$ cat config.mk
export PLATFORM = sky130hd
export DESIGN_NAME = sprite_dma
export DESIGN_NICKNAME = d
export VERILOG_FILES = /design/src/rtl/sprite_dma_pkg.sv /design/src/rtl/sprite_dma_bus_mux.sv /design/src/rtl/sprite_dma.sv
export SDC_FILE = /design/constraint.sdc
export NUM_CORES = 1
export LEC_CHECK = 0
export ABC_CLOCK_PERIOD_IN_PS = 1950
export CAP_MARGIN = 20
export CORE_AREA = 2 2 71 73
export CTS_CLUSTER_DIAMETER = 30
export DETAILED_ROUTE_END_ITERATION = 6
export DIE_AREA = 0 0 73 75
export PLACE_DENSITY = 0.71
export SYNTH_ARGS = -nofsm -noshare
export SYNTH_HDL_FRONTEND = slang
export SYNTH_HIERARCHICAL = 1
export SYNTH_SLANG_ARGS = --single-unit
$ cat constraint.sdc
create_clock -name clock -period 1.95 [get_ports clock]
set_input_delay 0.39 -clock clock [delete_from_list [all_inputs] [get_ports clock]]
set_output_delay 0.39 -clock clock [all_outputs]
set_load 0.01 [all_outputs]
$ cat src/rtl/sprite_dma_pkg.sv
// Shared definitions for the sprite DMA engine: state encoding, default register
// addresses, bus direction values and the trigger decode helper.
package sprite_dma_pkg;

   localparam logic [15:0] DMA_REG_ADDR_DEF  = 16'h4014;
   localparam logic [15:0] OAM_DATA_ADDR_DEF = 16'h2004;

   localparam logic RW_READ  = 1'b1;
   localparam logic RW_WRITE = 1'b0;

   typedef enum logic [2:0] {
      ST_IDLE  = 3'd0,
      ST_HALT  = 3'd1,
      ST_ALIGN = 3'd2,
      ST_READ  = 3'd3,
      ST_WRITE = 3'd4
   } dma_state_e;

   function automatic logic is_trigger(input logic [15:0] addr,
                                       input logic        rw,
                                       input logic [15:0] reg_addr);
      return (rw == RW_WRITE) && (addr == reg_addr);
   endfunction

endpackage

$ cat src/rtl/sprite_dma_bus_mux.sv
// Combinational bus ownership mux: the CPU drives the system bus unless the
// DMA engine is active.
module sprite_dma_bus_mux (
   input  logic        i_dma_sel,
   input  logic [15:0] i_cpu_addr,
   input  logic [7:0]  i_cpu_data,
   input  logic        i_cpu_rw,
   input  logic [15:0] i_eng_addr,
   input  logic [7:0]  i_eng_data,
   input  logic        i_eng_rw,
   output logic [15:0] o_bus_addr,
   output logic [7:0]  o_bus_data,
   output logic        o_bus_rw
);

   // Select the bus master.
   always_comb begin
      o_bus_addr = i_cpu_addr;
      o_bus_data = i_cpu_data;
      o_bus_rw   = i_cpu_rw;
      if (i_dma_sel) begin
         o_bus_addr = i_eng_addr;
         o_bus_data = i_eng_data;
         o_bus_rw   = i_eng_rw;
      end else begin
         o_bus_addr = i_cpu_addr;
         o_bus_data = i_cpu_data;
         o_bus_rw   = i_cpu_rw;
      end
   end

endmodule

$ cat src/rtl/sprite_dma.sv
// OAM sprite DMA engine: a CPU write to the trigger register stalls the CPU and copies
// one page into the OAM data port. Define SPRITE_DMA_ALIGN_EN to add the get/put ALIGN cycle.
module sprite_dma
   import sprite_dma_pkg::*;
#(
   parameter logic [15:0] DMA_REG_ADDR  = DMA_REG_ADDR_DEF,
   parameter logic [15:0] OAM_DATA_ADDR = OAM_DATA_ADDR_DEF,
   parameter int          XFER_COUNT    = 256
) (
   input  logic        clock,
   input  logic        nreset,
   input  logic [15:0] i_cpu_addr,
   input  logic [7:0]  i_cpu_data_out,
   input  logic        i_cpu_rw,
   input  logic [7:0]  i_bus_data_in,
   output logic        o_cpu_ce,
   output logic [15:0] o_bus_addr,
   output logic [7:0]  o_bus_data_out,
   output logic        o_bus_rw,
   output logic        o_dma_active
);

   localparam int CW = $clog2(XFER_COUNT) + 1;
   localparam logic [CW-1:0] LAST_IDX = CW'(XFER_COUNT - 1);

   dma_state_e      r_state;
   dma_state_e      w_state_nxt;
   logic            r_parity;
   logic [CW-1:0]   r_counter;
   logic [7:0]      r_page;
   logic [7:0]      r_latch;
   logic            w_trigger;
   logic            w_cpu_ce;
   logic            w_dma_active;
   logic [15:0]     w_eng_addr;
   logic            w_eng_rw;

   assign w_trigger = is_trigger(i_cpu_addr, i_cpu_rw, DMA_REG_ADDR);

   // State register.
   always_ff @(posedge clock) begin
      if (nreset) begin
         r_state <= ST_IDLE;
      end else begin
         r_state <= w_state_nxt;
      end
   end

   // Get/put parity: even cycles are GET (read), odd cycles are PUT (write).
   always_ff @(posedge clock) begin
      if (nreset) begin
         r_parity <= 1'b0;
      end else begin
         r_parity <= ~r_parity;
      end
   end

   // Page, byte counter and read-data latch.
   always_ff @(posedge clock) begin
      if (nreset) begin
         r_page    <= 8'h00;
         r_counter <= '0;
         r_latch   <= 8'h00;
      end else begin
         case (r_state)
            ST_IDLE: begin
               if (w_trigger) begin
                  r_page    <= i_cpu_data_out;
                  r_counter <= '0;
               end
            end
            ST_READ:  r_latch   <= i_bus_data_in;
            ST_WRITE: r_counter <= r_counter + CW'(1);
            default: ;
         endcase
      end
   end

   // Next-state and engine bus drive decoded from the registered state.
   always_comb begin
      w_state_nxt  = r_state;
      w_cpu_ce     = 1'b1;
      w_dma_active = 1'b0;
      w_eng_addr   = i_cpu_addr;
      w_eng_rw     = RW_READ;
      case (r_state)
         ST_IDLE: begin
            if (w_trigger) begin
               w_state_nxt = ST_HALT;
            end else begin
               w_state_nxt = ST_IDLE;
            end
         end
         ST_HALT: begin
            w_cpu_ce     = 1'b0;
            w_dma_active = 1'b1;
`ifdef SPRITE_DMA_ALIGN_EN
            // Parity now odd means the next cycle is a GET slot.
            if (r_parity) begin
               w_state_nxt = ST_READ;
            end else begin
               w_state_nxt = ST_ALIGN;
            end
`else
            w_state_nxt  = ST_READ;
`endif
         end
`ifdef SPRITE_DMA_ALIGN_EN
         ST_ALIGN: begin
            w_cpu_ce     = 1'b0;
            w_dma_active = 1'b1;
            w_state_nxt  = ST_READ;
         end
`endif
         ST_READ: begin
            w_cpu_ce     = 1'b0;
            w_dma_active = 1'b1;
            w_eng_addr   = {r_page, r_counter[7:0]};
            w_eng_rw     = RW_READ;
            w_state_nxt  = ST_WRITE;
         end
         ST_WRITE: begin
            w_cpu_ce     = 1'b0;
            w_dma_active = 1'b1;
            w_eng_addr   = OAM_DATA_ADDR;
            w_eng_rw     = RW_WRITE;
            if (r_counter == LAST_IDX) begin
               w_state_nxt = ST_IDLE;
            end else begin
               w_state_nxt = ST_READ;
            end
         end
         default: begin
            w_state_nxt = ST_IDLE;
         end
      endcase
   end

   sprite_dma_bus_mux u_bus_mux (
      .i_dma_sel  (w_dma_active),
      .i_cpu_addr (i_cpu_addr),
      .i_cpu_data (i_cpu_data_out),
      .i_cpu_rw   (i_cpu_rw),
      .i_eng_addr (w_eng_addr),
      .i_eng_data (r_latch),
      .i_eng_rw   (w_eng_rw),
      .o_bus_addr (o_bus_addr),
      .o_bus_data (o_bus_data_out),
      .o_bus_rw   (o_bus_rw)
   );

   assign o_cpu_ce     = w_cpu_ce;
   assign o_dma_active = w_dma_active;

endmodule

# --- After elaboration in Yosys (flattened, before gate mapping) ---
# Cells that the tools add are included.
classes:
  addsub: 1
  mul: 0
  n_div: 0
  magnitude_cmp: 0
  n_eq_ne: 6
  shift: 0
  mux: 12
  bitwise: 1
  reduce_logical: 6
ops:
  columns: ["operator", "count"]
  rows:
  - ["$pmux W16 S2", 1]
  - ["$pmux W9 S2", 1]
  - ["$eq A16 B15 Y1 const B", 1]
  - ["$mux W16", 1]
  - ["$pmux W3 S4", 1]
  - ["$add A9 B1 Y9 const B", 1]
  - ["$eq A9 B8 Y1 const B", 1]
  - ["$mux W9", 1]
  - ["$mux W8", 1]
  - ["$mux W1", 5]
  - ["$reduce_and A2 Y1", 2]
  - ["$eq A3 B1 Y1 const B", 1]
  - ["$eq A3 B2 Y1 const B", 1]
  - ["$eq A3 B3 Y1 const B", 1]
  - ["$logic_not A3 Y1", 1]
  - ["$reduce_or A3 Y1", 1]
  - ["$mux W2", 1]
  - ["$ne A2 B2 Y1 const B", 1]
  - ["$reduce_bool A2 Y1", 1]
  - ["$logic_and A1 B1 Y1", 1]
  - ["$not A1 Y1", 1]
totals:
  reg_bits: 28
  latch_bits: 0
  ramBits: 0
  mem_bits_ro: 0
  inputBits: 35
  memories: 0

# --- Depth between registers and ports, before layout ---
logic_depth:
  word_depth: 4
  mapped_depth: 9
  depth_no_buf: 9

# --- Modules after synthesis ---
# Netlist, hierarchy kept.
modules_own_cells:
  columns: ["module", "n_inst", "cells_per_inst", "area_per_inst_um2", "seq_area_each_um2"]
  rows:
  - ["sprite_dma", 1, 184, 1488.9, 560.5]
  - ["sprite_dma_bus_mux", 1, 28, 407.9, 0.0]

# --- Least setup slack after synthesis ---
# OpenSTA, ideal clock, no wires.
synth_path:
  path_kind: "flip-flop to output port"
  start: "reg r_state[1]"
  end: "out o_bus_addr[0]"
  t_arrival_ns: 1.573
  path_slack_ns: -0.013
  stages_incl_launch_ff: 7
  path_cell_list: "dfxtp_1 -> nor3b_1 -> buf_2 -> or2_2 -> buf_6 -> buf_12 -> mux2_4"
synth_between:
  elab_chain_len: 4
synth_rtl:
  columns: ["element", "line", "source"]
  rows:
  - ["start, declared", "sprite_dma.sv:26", "dma_state_e r_state;"]
  - ["start signal, assigned", "sprite_dma.sv:45", "r_state <= w_state_nxt;"]
  - ["$eq A3 B2 Y1, or another cell as far along", "sprite_dma.sv:86", "case (r_state)"]
  - ["$reduce_or A3 Y1 (no source line) *", null, null]
  - ["$mux W1 *", "sprite_dma.sv:86", null]
  - ["named net o_dma_active", "sprite_dma.sv:20", "output logic o_dma_active"]
  - ["$mux W16 *", "sprite_dma_bus_mux.sv:21", "if (i_dma_sel) begin"]
  - ["end, declared", "sprite_dma.sv:17", "output logic [15:0] o_bus_addr,"]
# Mark *: on every way through the listed nets, which the timed path passes. The rest lies on a longest branch.

# --- Worst setup path after layout ---
layout_path:
  start: "reg r_state[2]"
  end: "out o_bus_addr[12]"
layout_between:
  elab_chain_len: 4
layout_rtl:
  columns: ["element", "line"]
  rows:
  - ["$eq A3 B2 Y1, or another cell as far along", "sprite_dma.sv:86"]
  - ["$reduce_or A3 Y1 (no source line)", null]
  - ["$mux W1", "sprite_dma.sv:86"]
  - ["$mux W16 *", "sprite_dma_bus_mux.sv:21"]
# Every way passes the cells marked *; elsewhere a longest branch is shown, timed or not.

==> flow_summary.json <==
{
  "dr.first_iter.drc_count": 179,
  "firstDrtPassIters": 4,
  "powerDensity_mw_per_mm2": 391.9,
  "clock_latency_ns": 0.28,
  "yosys.cell_types.count": 35,
  "synth_area_leader_cell": "dfxtp_1",
  "final_hold_viol_count": 0,
  "crit_type": "register to primary output",
  "ys_top_cells_by_count": "dfxtp_1, nand2_1, mux2_4",
  "cp_max_fo": 5,
  "antenna_found_initial": 0,
  "root_buffer": "clkbuf_8",
  "drive_above_1_share_pct": 41.75,
  "dp_cells": 353,
  "vdd_drop_max_v": 0.0002483,
  "place_hpwl_um": 3869,
  "cp_data_required_time_ns": 1.56,
  "ant_nets": 0,
  "violations": "negative setup slack",
  "worst_slack_ns": -0.2661,
  "clock_skew_ns": 0.002185,
  "synth_area_mm2": 0.001897,
  "placementRows": 25,
  "cts.sink_count": 28,
  "cts_made_buffers": 3,
  "die_w_um": 73,
  "synth-edff-count": 0,
  "max_cap_viol_count": 0,
  "drv_slew": 0,
  "cts_tree": "done",
  "p_total_mw": 1.211,
  "vias": 1940,
  "worstPathArrival_ns": 1.83,
  "antenna_cells": 0,
  "synthFlopType": "dfxtp_1",
  "status": "finished with violations",
  "grt_setup_unrepaired": "true",
  "setup_viol": 27,
  "die-area_mm2": 0.005475,
  "final.period_utilization_pct": 113.6,
  "cts_buffer_depth": 2,
  "syn2layout_area_growth_pct": 62.93,
  "fp.coreArea_mm2": 0.004661,
  "vias_per_cell": 5.344,
  "cp-end-kind": "primary output",
  "syn_avg_cell_area_um2": 8.947,
  "yosys-top-cells-area": "dfxtp_1, mux2_4, a22o_1",
  "cp-start-kind": "register",
  "synth-warning-count": 6,
  "die_y_um": 75,
  "track_usage_pct": 20.29,
  "whs_ns": 0.4647,
  "grt_pass1_vias": 1823,
  "cts_max_level": 1,
  "clkTransAtPathRegs_ns": 0.10,
  "synth_most_common_cell": "dfxtp_1",
  "stdcell_count": 363,
  "grt_pass1_wl_um": 8590,
  "portBuffers": 61,
  "drc": 0,
  "wire_per_inst_um": 15.37,
  "hold_class": "register to register",
  "maxSlewHeadroom_pct": 71.22,
  "p_leak_nw": 1.309,
  "seq_area_frac_synth_pct": 29.55,
  "ys_ff_latch": 28,
  "worst_pin_slew_ns": 0.4304,
  "ios": 62,
  "netlist_instances": 212,
  "netlist.area_leader.share_pct": 29.55,
  "place_congestion": 0.8681,
  "period_needed_ns": 2.216,
  "initial_utilization_pct": 40.70,
  "pre_cts_slack_ns": -0.4285,
  "async_flop_share_pct": 0,
  "synth_nets": 249,
  "fin_nets": 347,
  "grt_max_degree": 23,
  "overflow": 0,
  "finalWirelength_um": 5580,
  "clock.fmax_ghz": 0.4512
}
[final timing paths]
| path | cells after the start | slack (ns) | end | startpoint |
|---|---|---|---|---|
| max reg2reg | 7 | 0.11 | r_counter[8]$_SDFFE_PP0P_ | r_counter[0]$_SDFFE_PP0P_ |
| min | 2 | 0.46 | r_latch[5]$_SDFFE_PP0N_ | r_latch[5]$_SDFFE_PP0N_ |
| max | 6 | -0.27 | o_bus_addr[12] | r_state[2]$_SDFF_PP0_ |
| min reg2reg | 2 | 0.46 | r_latch[5]$_SDFFE_PP0N_ | r_latch[5]$_SDFFE_PP0N_ |
[worst max-delay path, stage by stage, from the launching register on]
cell       delay (ns)
dfxtp_4          0.36
nor3b_4          0.15
buf_4            0.13
or2_4            0.31
clkbuf_16        0.18
mux2_4           0.30
buf_6            0.12
[state kept, by name, indices dropped and copies added, names as in the netlist]
signal and count:
r_latch 8, r_page 8, r_state 3, r_counter 9
[per-stage QoR]
| step | setup TNS [ns] | cell area (um^2) | util (%) |
|---|---|---|---|
| 3_5_place_dp | -14.20 | 2809 | 60.27 |
| 2_1_floorplan | 0 | 1901 | - |
| 4_1_cts | -5.793 | 3032 | 65.05 |
| 6_report | -6.173 | 3090 | 66.31 |
| 5_1_grt | -7.415 | 3090 | 66.31 |
| 3_3_place_gp | -12.35 | 2809 | 60.27 |
[cell usage in the layout (no fill, tap or decap), drive strengths merged, types with 2 or more instances in the layout]
master,n
a21oi,18
ha,2
and2,2
dfxtp,28
nor4,4
nor4b,3
a22o,14
buf,74
nor2,4
mux2i,2
nand3b,7
nor3,6
o21ai,14
mux2,26
inv,11
or3,10
clkdlybuf4s50,34
clkbuf,5
nand2,22
and3,6
nor3b,7
nand3,4
[where the power goes]
group          switching [mW]  total, mW  internal, mW
Clock                   0.189      0.370         0.181
Combinational          0.0917      0.273         0.181
Sequential         0.00000137      0.568         0.568
[layer usage]
metal	part of all wire (%)	GRT usage [%]	routed length (um)	vias up
li1	-	-	-	960
met1	43	25.53	2405	901
met2	49	35.54	2761	65
met3	4.3	2.276	238	14
met4	3.1	8.025	174	0
met5	0	0	0	-
[cell families (layout without fill, tap and decap cells)]
logic type,count (synthesis),after routing,share of synthesized area [%]
flops,28,28,29.55
fa+ha+maj,2,2,1.319
simple gates,78,78,24.54
mux,28,28,20.45
compound gates,49,49,16.16
buf+inv,27,124,7.982
[timing repair]
action | CTS | global route
hold buffers | 0 | 0
gates cloned | 1 | 1
setup buffers | 5 | 1
endpoints found under the setup margin | 30 | 45
resized for setup | 150 | 19
pin swaps | 3 | 3
[final cells by class]
type / instances / area (um^2)
multi-input cells: 157 / 1269
repair buffers: 109 / 1086
clock buffers: 4 / 55.05
well taps: 54 / 67.56
flip-flops and latches: 28 / 571.8
fillers: 372 / 1570
inverters: 11 / 41.29
Power figures use the tool's default switching activity.
